<file path="config.mk">
export PLATFORM = sky130hd
export DESIGN_NAME = cp0_unit
export DESIGN_NICKNAME = d
export VERILOG_FILES = /design/src/rtl/cp0_unit.sv
export SDC_FILE = /design/constraint.sdc
export NUM_CORES = 1
export LEC_CHECK = 0
export ABC_AREA = 0
export ABC_CLOCK_PERIOD_IN_PS = 5000
export CAP_MARGIN = 20
export CORE_ASPECT_RATIO = 2
export CORE_MARGIN = 2
export CORE_UTILIZATION = 44
export CTS_CLUSTER_DIAMETER = 100
export CTS_CLUSTER_SIZE = 16
export DETAILED_ROUTE_END_ITERATION = 12
export GPL_ROUTABILITY_DRIVEN = 0
export PLACE_DENSITY = 0.89
export SLEW_MARGIN = 30
export SYNTH_ARGS = -nofsm -noshare
export SYNTH_HDL_FRONTEND = slang
export SYNTH_SLANG_ARGS = --single-unit
</file>
<file path="constraint.sdc">
create_clock -name clk -period 5 [get_ports clk]
set_input_delay 1 -clock clk [delete_from_list [all_inputs] [get_ports clk]]
set_output_delay 1 -clock clk [all_outputs]
set_load 0.05 [all_outputs]
</file>
<file path="src/rtl/cp0_unit.sv">
// cp0_unit: coprocessor-0 at the end of the M stage.
// Holds SR, Cause, EPC and PRId, decides whether the pipeline traps,
// and serves mtc0 / mfc0 / eret.
// Optional build macro CP0_TIMER_EN adds Count (reg 9), Compare (reg 11)
// and the timer interrupt flag Cause.TI (bit 30), gated by SR bit 15.
module cp0_unit #(
  parameter logic [31:0] PRID    = 32'h0000_2019,
  parameter logic [31:0] HANDLER = 32'h0000_4180
) (
  input  logic        clk,
  input  logic        reset,
  input  logic [31:0] pc_m,
  input  logic [5:0]  exccode_m,
  input  logic        bd_m,
  input  logic [5:0]  hwint,
  input  logic        we,
  input  logic        eret_m,
  input  logic [4:0]  cp0_addr,
  input  logic [31:0] din,
  output logic [31:0] dout,
  output logic [31:0] epc,
  output logic        req,
  output logic [31:0] handler_pc
);

  localparam logic [4:0] ADDR_SR    = 5'd12;
  localparam logic [4:0] ADDR_CAUSE = 5'd13;
  localparam logic [4:0] ADDR_EPC   = 5'd14;
  localparam logic [4:0] ADDR_PRID  = 5'd15;

  logic [5:0]  sr_im;
  logic        sr_exl;
  logic        sr_ie;
  logic        cause_bd;
  logic [5:0]  cause_ip;
  logic [4:0]  cause_exc;
  logic [31:0] epc_q;
  logic        cause_ti;
  logic        int_req;
  logic        exc_req;
  logic        wr_en;
  logic [31:0] sr_val;
  logic [31:0] cause_val;

  assign sr_val    = {16'b0, sr_im, 8'b0, sr_exl, sr_ie};
  assign cause_val = {cause_bd, cause_ti, 14'b0, cause_ip, 3'b0, cause_exc, 2'b0};

  // Trap decision from current register state; EXL masks everything.
  assign int_req = ((|(hwint & sr_im)) | (cause_ti & sr_im[5])) & sr_ie & ~sr_exl;
  assign exc_req = (|exccode_m) & ~sr_exl;
  assign req     = int_req | exc_req;

  // A trap in the same cycle swallows any mtc0 or eret.
  assign wr_en      = we & ~req;
  assign epc        = epc_q;
  assign handler_pc = HANDLER;

`ifdef CP0_TIMER_EN
  localparam logic [4:0] ADDR_COUNT   = 5'd9;
  localparam logic [4:0] ADDR_COMPARE = 5'd11;

  logic [31:0] count_q;
  logic [31:0] compare_q;

  // Free-running Count; an mtc0 replaces the increment for that cycle.
  always_ff @(posedge clk or posedge reset) begin
    if (reset) begin
      count_q <= 32'h0;
    end else if (wr_en && cp0_addr == ADDR_COUNT) begin
      count_q <= din;
    end else begin
      count_q <= count_q + 32'd1;
    end
  end

  // Compare register and the TI flag; writing Compare acknowledges TI.
  always_ff @(posedge clk or posedge reset) begin
    if (reset) begin
      compare_q <= 32'h0;
      cause_ti  <= 1'b0;
    end else if (wr_en && cp0_addr == ADDR_COMPARE) begin
      compare_q <= din;
      cause_ti  <= 1'b0;
    end else if (count_q == compare_q) begin
      cause_ti  <= 1'b1;
    end
  end
`else
  assign cause_ti = 1'b0;
`endif

  // SR: trap sets EXL, otherwise eret clears EXL and mtc0 loads IM/EXL/IE.
  always_ff @(posedge clk or posedge reset) begin
    if (reset) begin
      sr_im  <= 6'b0;
      sr_exl <= 1'b0;
      sr_ie  <= 1'b0;
    end else if (req) begin
      sr_exl <= 1'b1;
    end else begin
      if (eret_m) begin
        sr_exl <= 1'b0;
      end
      if (we && cp0_addr == ADDR_SR) begin
        sr_im  <= din[15:10];
        sr_exl <= din[1];
        sr_ie  <= din[0];
      end
    end
  end

  // Cause: IP tracks the interrupt lines every cycle; BD/ExcCode latch on a trap.
  always_ff @(posedge clk or posedge reset) begin
    if (reset) begin
      cause_ip  <= 6'b0;
      cause_bd  <= 1'b0;
      cause_exc <= 5'b0;
    end else begin
      cause_ip <= hwint;
      if (req) begin
        cause_bd  <= bd_m;
        cause_exc <= int_req ? 5'd0 : exccode_m[4:0];
      end
    end
  end

  // EPC: restart address on a trap (branch address for a delay-slot victim).
  always_ff @(posedge clk or posedge reset) begin
    if (reset) begin
      epc_q <= 32'h0;
    end else if (req) begin
      epc_q <= bd_m ? (pc_m - 32'd4) : pc_m;
    end else if (wr_en && cp0_addr == ADDR_EPC) begin
      epc_q <= din;
    end
  end

  // mfc0 read mux over current state.
  always_comb begin
    dout = 32'h0;
    case (cp0_addr)
      ADDR_SR:      dout = sr_val;
      ADDR_CAUSE:   dout = cause_val;
      ADDR_EPC:     dout = epc_q;
      ADDR_PRID:    dout = PRID;
`ifdef CP0_TIMER_EN
      ADDR_COUNT:   dout = count_q;
      ADDR_COMPARE: dout = compare_q;
`endif
      default:      dout = 32'h0;
    endcase
  end

endmodule

</file>
Word-level counts from Yosys, hierarchy flattened
Index checks and enable logic that the tools add are counted.

word-level totals
  register bits after elaboration = 52
  input port bits = 86
  output and inout bits = 97

cells by class
  add/sub/neg operators = 1
  eq/ne operators = 4
  multiplexer cells = 8
  bitwise logic cells = 8
  reduce and logical (&&, ||, !) cells = 7

operators with widths
  kind                     count
  $pmux W32 S4             1
  $mux W32                 3
  $sub A32 B3 Y32 const B  1
  $eq A5 B4 Y1 const B     4
  $reduce_or A6 Y1         2
  $and A6 B6 Y6            1
  $mux W5                  1
  $and A1 B1 Y1            4
  $mux W1                  3
  $reduce_bool A3 Y1       1
  $logic_and A1 B1 Y1      2
  $not A1 Y1               2
  $reduce_and A2 Y1        1
  $reduce_bool A2 Y1       1
  $or A1 B1 Y1             1

Logic depth before layout (Yosys ltp)
  word-level depth = 10
  gate-level depth with buffers = 7
  depth with buffers taken out = 6

Least setup slack after synthesis
Ideal clock, no wire load.

  kind = input to output
  start = in cp0_addr[0]
  end = out dout[12]
  arrival time = 3.199 ns
  setup slack = 0.801 ns
  stages = 5
  buffers on the path = 2
  cells stage by stage = nor4bb_1 clkbuf_1 clkbuf_1 a22oi_1 o21ai_0

between the ends
  cells in the longest elaborated chain, start to end = 2
  elaborated cells on any way between the ends = 5
  those cells by class = eq/ne (4); mux (1)

ends and longest elaborated chain
  item                RTL line  source
  start: declaration  18        input logic [4:0] cp0_addr,
  $eq A5 B4 Y1        141       case (cp0_addr)
  $pmux W32 S4 (*)    141
  end: declaration    20        output logic [31:0] dout,

Mark *: on every way between the ends. The rest lies on a longest branch, timed or not.

Worst setup path in the final report
  start = in cp0_addr[3]
  end = out dout[13]

The elaborated chain is that of the path after synthesis.

==> summary.txt <==
Route
  – Remaining antenna violation count: 0
  – DRC viols: 0
  – Final WL: approximately 12 mm
  – Avg WL per Cell: 19.5 µm
  – First drt pass iteration count: 5
  – Initial drt markers: approximately 270
  – Vias per std cell: about 6.0
  – Vias: roughly 3800

Yosys
  – Post-synthesis compound-gate area fraction: 0.153
  – Simple-gate share of the synthesized area: 0.240
  – Cell taking the most area after synthesis: dfrtp_1
  – Number of flops mapped to enable cells by yosys: 0
  – Cells after Synth: about 400
  – Adder-cell area share of the yosys netlist: 0.00339
  – Post-synthesis sequential area ratio: 0.353
  – Mapped cell area: 3690 µm²
  – Yosys warning total: 0
  – Yosys reg bits: 52
  – Multiplexer share of the synthesized area: 0.119
  – Xor and xnor area share after synthesis: 0.0285
  – Area contributors post-synth: dfrtp_1 35%, mux2i_1 7.6%, buf_4 6.5%, and3_1 5.8%, nor4_1 4.1%
  – Avg Synthesized Cell Area: 9.20 µm²
  – Count of cell types in the netlist: between 40 and 50
  – Post-synth top area share: 0.353
  – Synth Flop Type: dfrtp_1
  – Async set-reset flop share out of synthesis: 1.00
  – Largest family of logic cells by synthesized area: simple AND/OR/NAND/NOR gates

Critical path
  – Delay-heaviest family, CP: buffers and inverters
  – Crit path kind: primary input to output port
  – Worst-path cell chain: clkdlybuf4s50_1 > nor4bb_4 > buf_12 > and2_1 > a22oi_1 > o21ai_0 > clkdlybuf4s50_1
  – CP dominant cell by count: clkdlybuf4s50_1
  – Critical Path Source Type: primary input
  – CP max stage cell: clkdlybuf4s50_1
  – Buf+Inv Stages, Crit Path: 3
  – Worst Path Required: 4.00 ns
  – Slowest Stage Delay on Critical Path: 0.82 ns
  – Reg2Reg Depth: 5
  – Critical Path Sink Type: output port
  – WP data arrival: about 3.4 ns
  – Worst path depth: 7
  – Max FO, Critical Path: a little under 70

Floorplan
  – Die X: 68.8 µm
  – Initial core utilization: 0.448
  – Die area: approximately 9000 µm²
  – Core area: approximately 8200 µm²
  – Die H: between 100 and 150 µm
  – Core Rows: between 40 and 50
  – Ports: approximately 180

Pwr
  – Power Dens Cells: 489 nW/µm²
  – VDD IR-drop max: ~0.22 mV
  – Internal power: approximately 1.4 mW
  – LEAKAGE: between 2 and 2.5 nW
  – Net switching power: between 1 and 1.5 mW
  – PnR Total Power: roughly 2.6 mW
  – Comb pwr share: 0.554
  – Switching share of power: 0.479
  – Flop pwr share: 0.294
  – Clock power frac: 0.151

Finish
  – FF+latch area: around 1300 µm²
  – Commonest non-fill, non-tap cell in the layout: clkdlybuf4s50_1
  – Antenna Cells: 0
  – Synth-to-layout area growth: 44.2%
  – Most frequent cells in the layout: 134 x clkdlybuf4s50_1, 52 x dfrtp_1, 34 x and3_1
  – Area of the multi-input gates: ~2100 µm²
  – Fillers: approximately 700
  – Layout cell share with drive strength beyond 1: 0.0836
  – Fin nets: around 620

Min path
  – Hold depth: 1
  – HP Class: register to register

Clocking
  – Post-CTS sizing: 0
  – Worst-Skew Late Latency: roughly 0.29 ns
  – CTS tree: yes
  – Reg clk slew, reported paths: about 0.07 ns
  – CTS Buf Count: 5
  – Post-CTS Hold Fix Bufs: 0
  – Root Buffer: clkbuf_16
  – Clock sink total: 52
  – Post-CTS Repair Setup Buffers: 0
  – H-Tree Level Count: 2
  – Clk buf depth: 2

Global route
  – Vias in the first global route: between 3000 and 4000
  – Congestion Overflow GR: 0
  – First-pass GRT wire length: 18.6 mm
  – Largest net degree at the start of global routing: 69
  – Gr usage total: 0.271
  – Antenna violations before repair: 0

Placement
  – Hpwl dp: slightly above 9 mm
  – Port Buffers: 150

Status
  – Status: complete, no violations

STA
  – Worst Skew: between 0.003 and 0.004 ns
  – Worst relative slew slack: 0.504
  – Final setup violating endpoints: 0
  – Fin. max-slew vios: 0
  – RSZ-0062 raised after global routing: no
  – Fin crit period: between 4 and 5 ns
  – Max Clk Rate: roughly 0.23 GHz
  – Fin. Hold Viols: 0
  – Slew @ Worst Pin: ~0.74 ns
  – Total negative slack: 0 ns
  – Final Cycle Share: 0.876

Run
  – Maxcap violations: 0
==> sequential cells by signal, indices dropped and copies added, names as in the netlist <==
signal / cells
cause_bd: 1
cause_exc: 5
cause_ip: 6
epc: 32
sr_exl: 1
sr_ie: 1
sr_im: 6
==> path summary, 6_finish.rpt <==
kind / start / end / slack [ns]
min in group asynchronous: reset / cause_exc[0] / 1.15
worst max-delay path: cp0_addr[3] / dout[13] / 0.62
worst min register to register: cause_exc[0] / cause_exc[0] / 0.49
worst max register to register: sr_im[2] / sr_im[1] / 2.69
max in group asynchronous: reset / cause_ip[2] / 3.41
worst min-delay path: cause_exc[0] / cause_exc[0] / 0.49
==> power by group through the flow <==
stage | registers (mW) | clock network [mW] | logic, mW
2_1_floorplan | 1.16 | 0 | 0.514
3_3_place_gp | 0.754 | 0 | 1.41
3_5_place_dp | 0.764 | 0 | 1.44
4_1_cts | 0.761 | 0.397 | 1.45
5_1_grt | 0.780 | 0.414 | 1.51
6_report | 0.766 | 0.393 | 1.44
==> cell usage after synthesis, types with 2 or more instances <==
cell type  count
and3_1        34
or4_1         13
nor4bb_1       2
mux2_1        11
buf_2          2
mux2i_1       28
xnor2_1        5
o31ai_1       10
dfrtp_1       52
or4b_1         4
a21boi_0      16
nor3_1         3
inv_1          6
o41ai_1        2
nor3b_1        3
nor2_1         8
a22oi_1        9
o2bb2ai_1      3
a31oi_1       17
a21oi_1        8
nor4_1        24
o21ai_0       13
nand2_1       14
a21o_1         3
xor2_1         7
buf_4         32
mux2_2         3
conb_1         2
nor2b_1        3
nand4_1        3
clkbuf_1      25
and2_1         4
or3_1          8
nand3_1        9
==> layer usage <==
| layer | global-route usage | wire (µm) | share of wire |
|---|---|---|---|
| met1 | 0.269 | 4040 | 0.33 |
| met2 | 0.488 | 6830 | 0.55 |
| met3 | 0.0363 | 762 | 0.061 |
| met4 | 0.179 | 776 | 0.063 |
| met5 | 0 | 0 | 0 |
==> worst reg2reg max path: cells and delay by family, from the launching register on <==
kind	cells	cell delay, ns
compound gates	2	0.61
flops	1	0.40
simple gates	1	0.54
buf+inv	1	0.26
mux	1	0.40
==> metrics by stage <==
stage	hold slack (ns)	setup slack, ns	instances	cell area, µm²	utilization
2_1_floorplan	0.450	0.801	431	3800	-
3_3_place_gp	0.464	0.689	628	5150	0.625
3_5_place_dp	0.477	0.627	628	5150	0.626
4_1_cts	0.494	0.623	636	5320	0.646
5_1_grt	0.508	0.515	636	5320	0.646
6_report	0.491	0.619	636	5320	0.646
==> cell families after synthesis <==
kind of cell / Yosys count
buffers and inverters: 67
other: 2
adders and majority gates: 1
and+or+nand+nor: 142
DFF: 52
xor gates and xnor gates: 12
muxes: 42
AOI/OAI and AO/OA: 83
==> area by class of cell <==
class / instances / area share
clock buffers: 5 / 0.0235
multi-input cells: 312 / 0.403
inverters: 7 / 0.00541
clock inverters: 3 / 0.00800
flip-flops and latches: 52 / 0.245
repair buffers: 159 / 0.292
well taps: 98 / 0.0231
(Power assumes the default switching activity.)
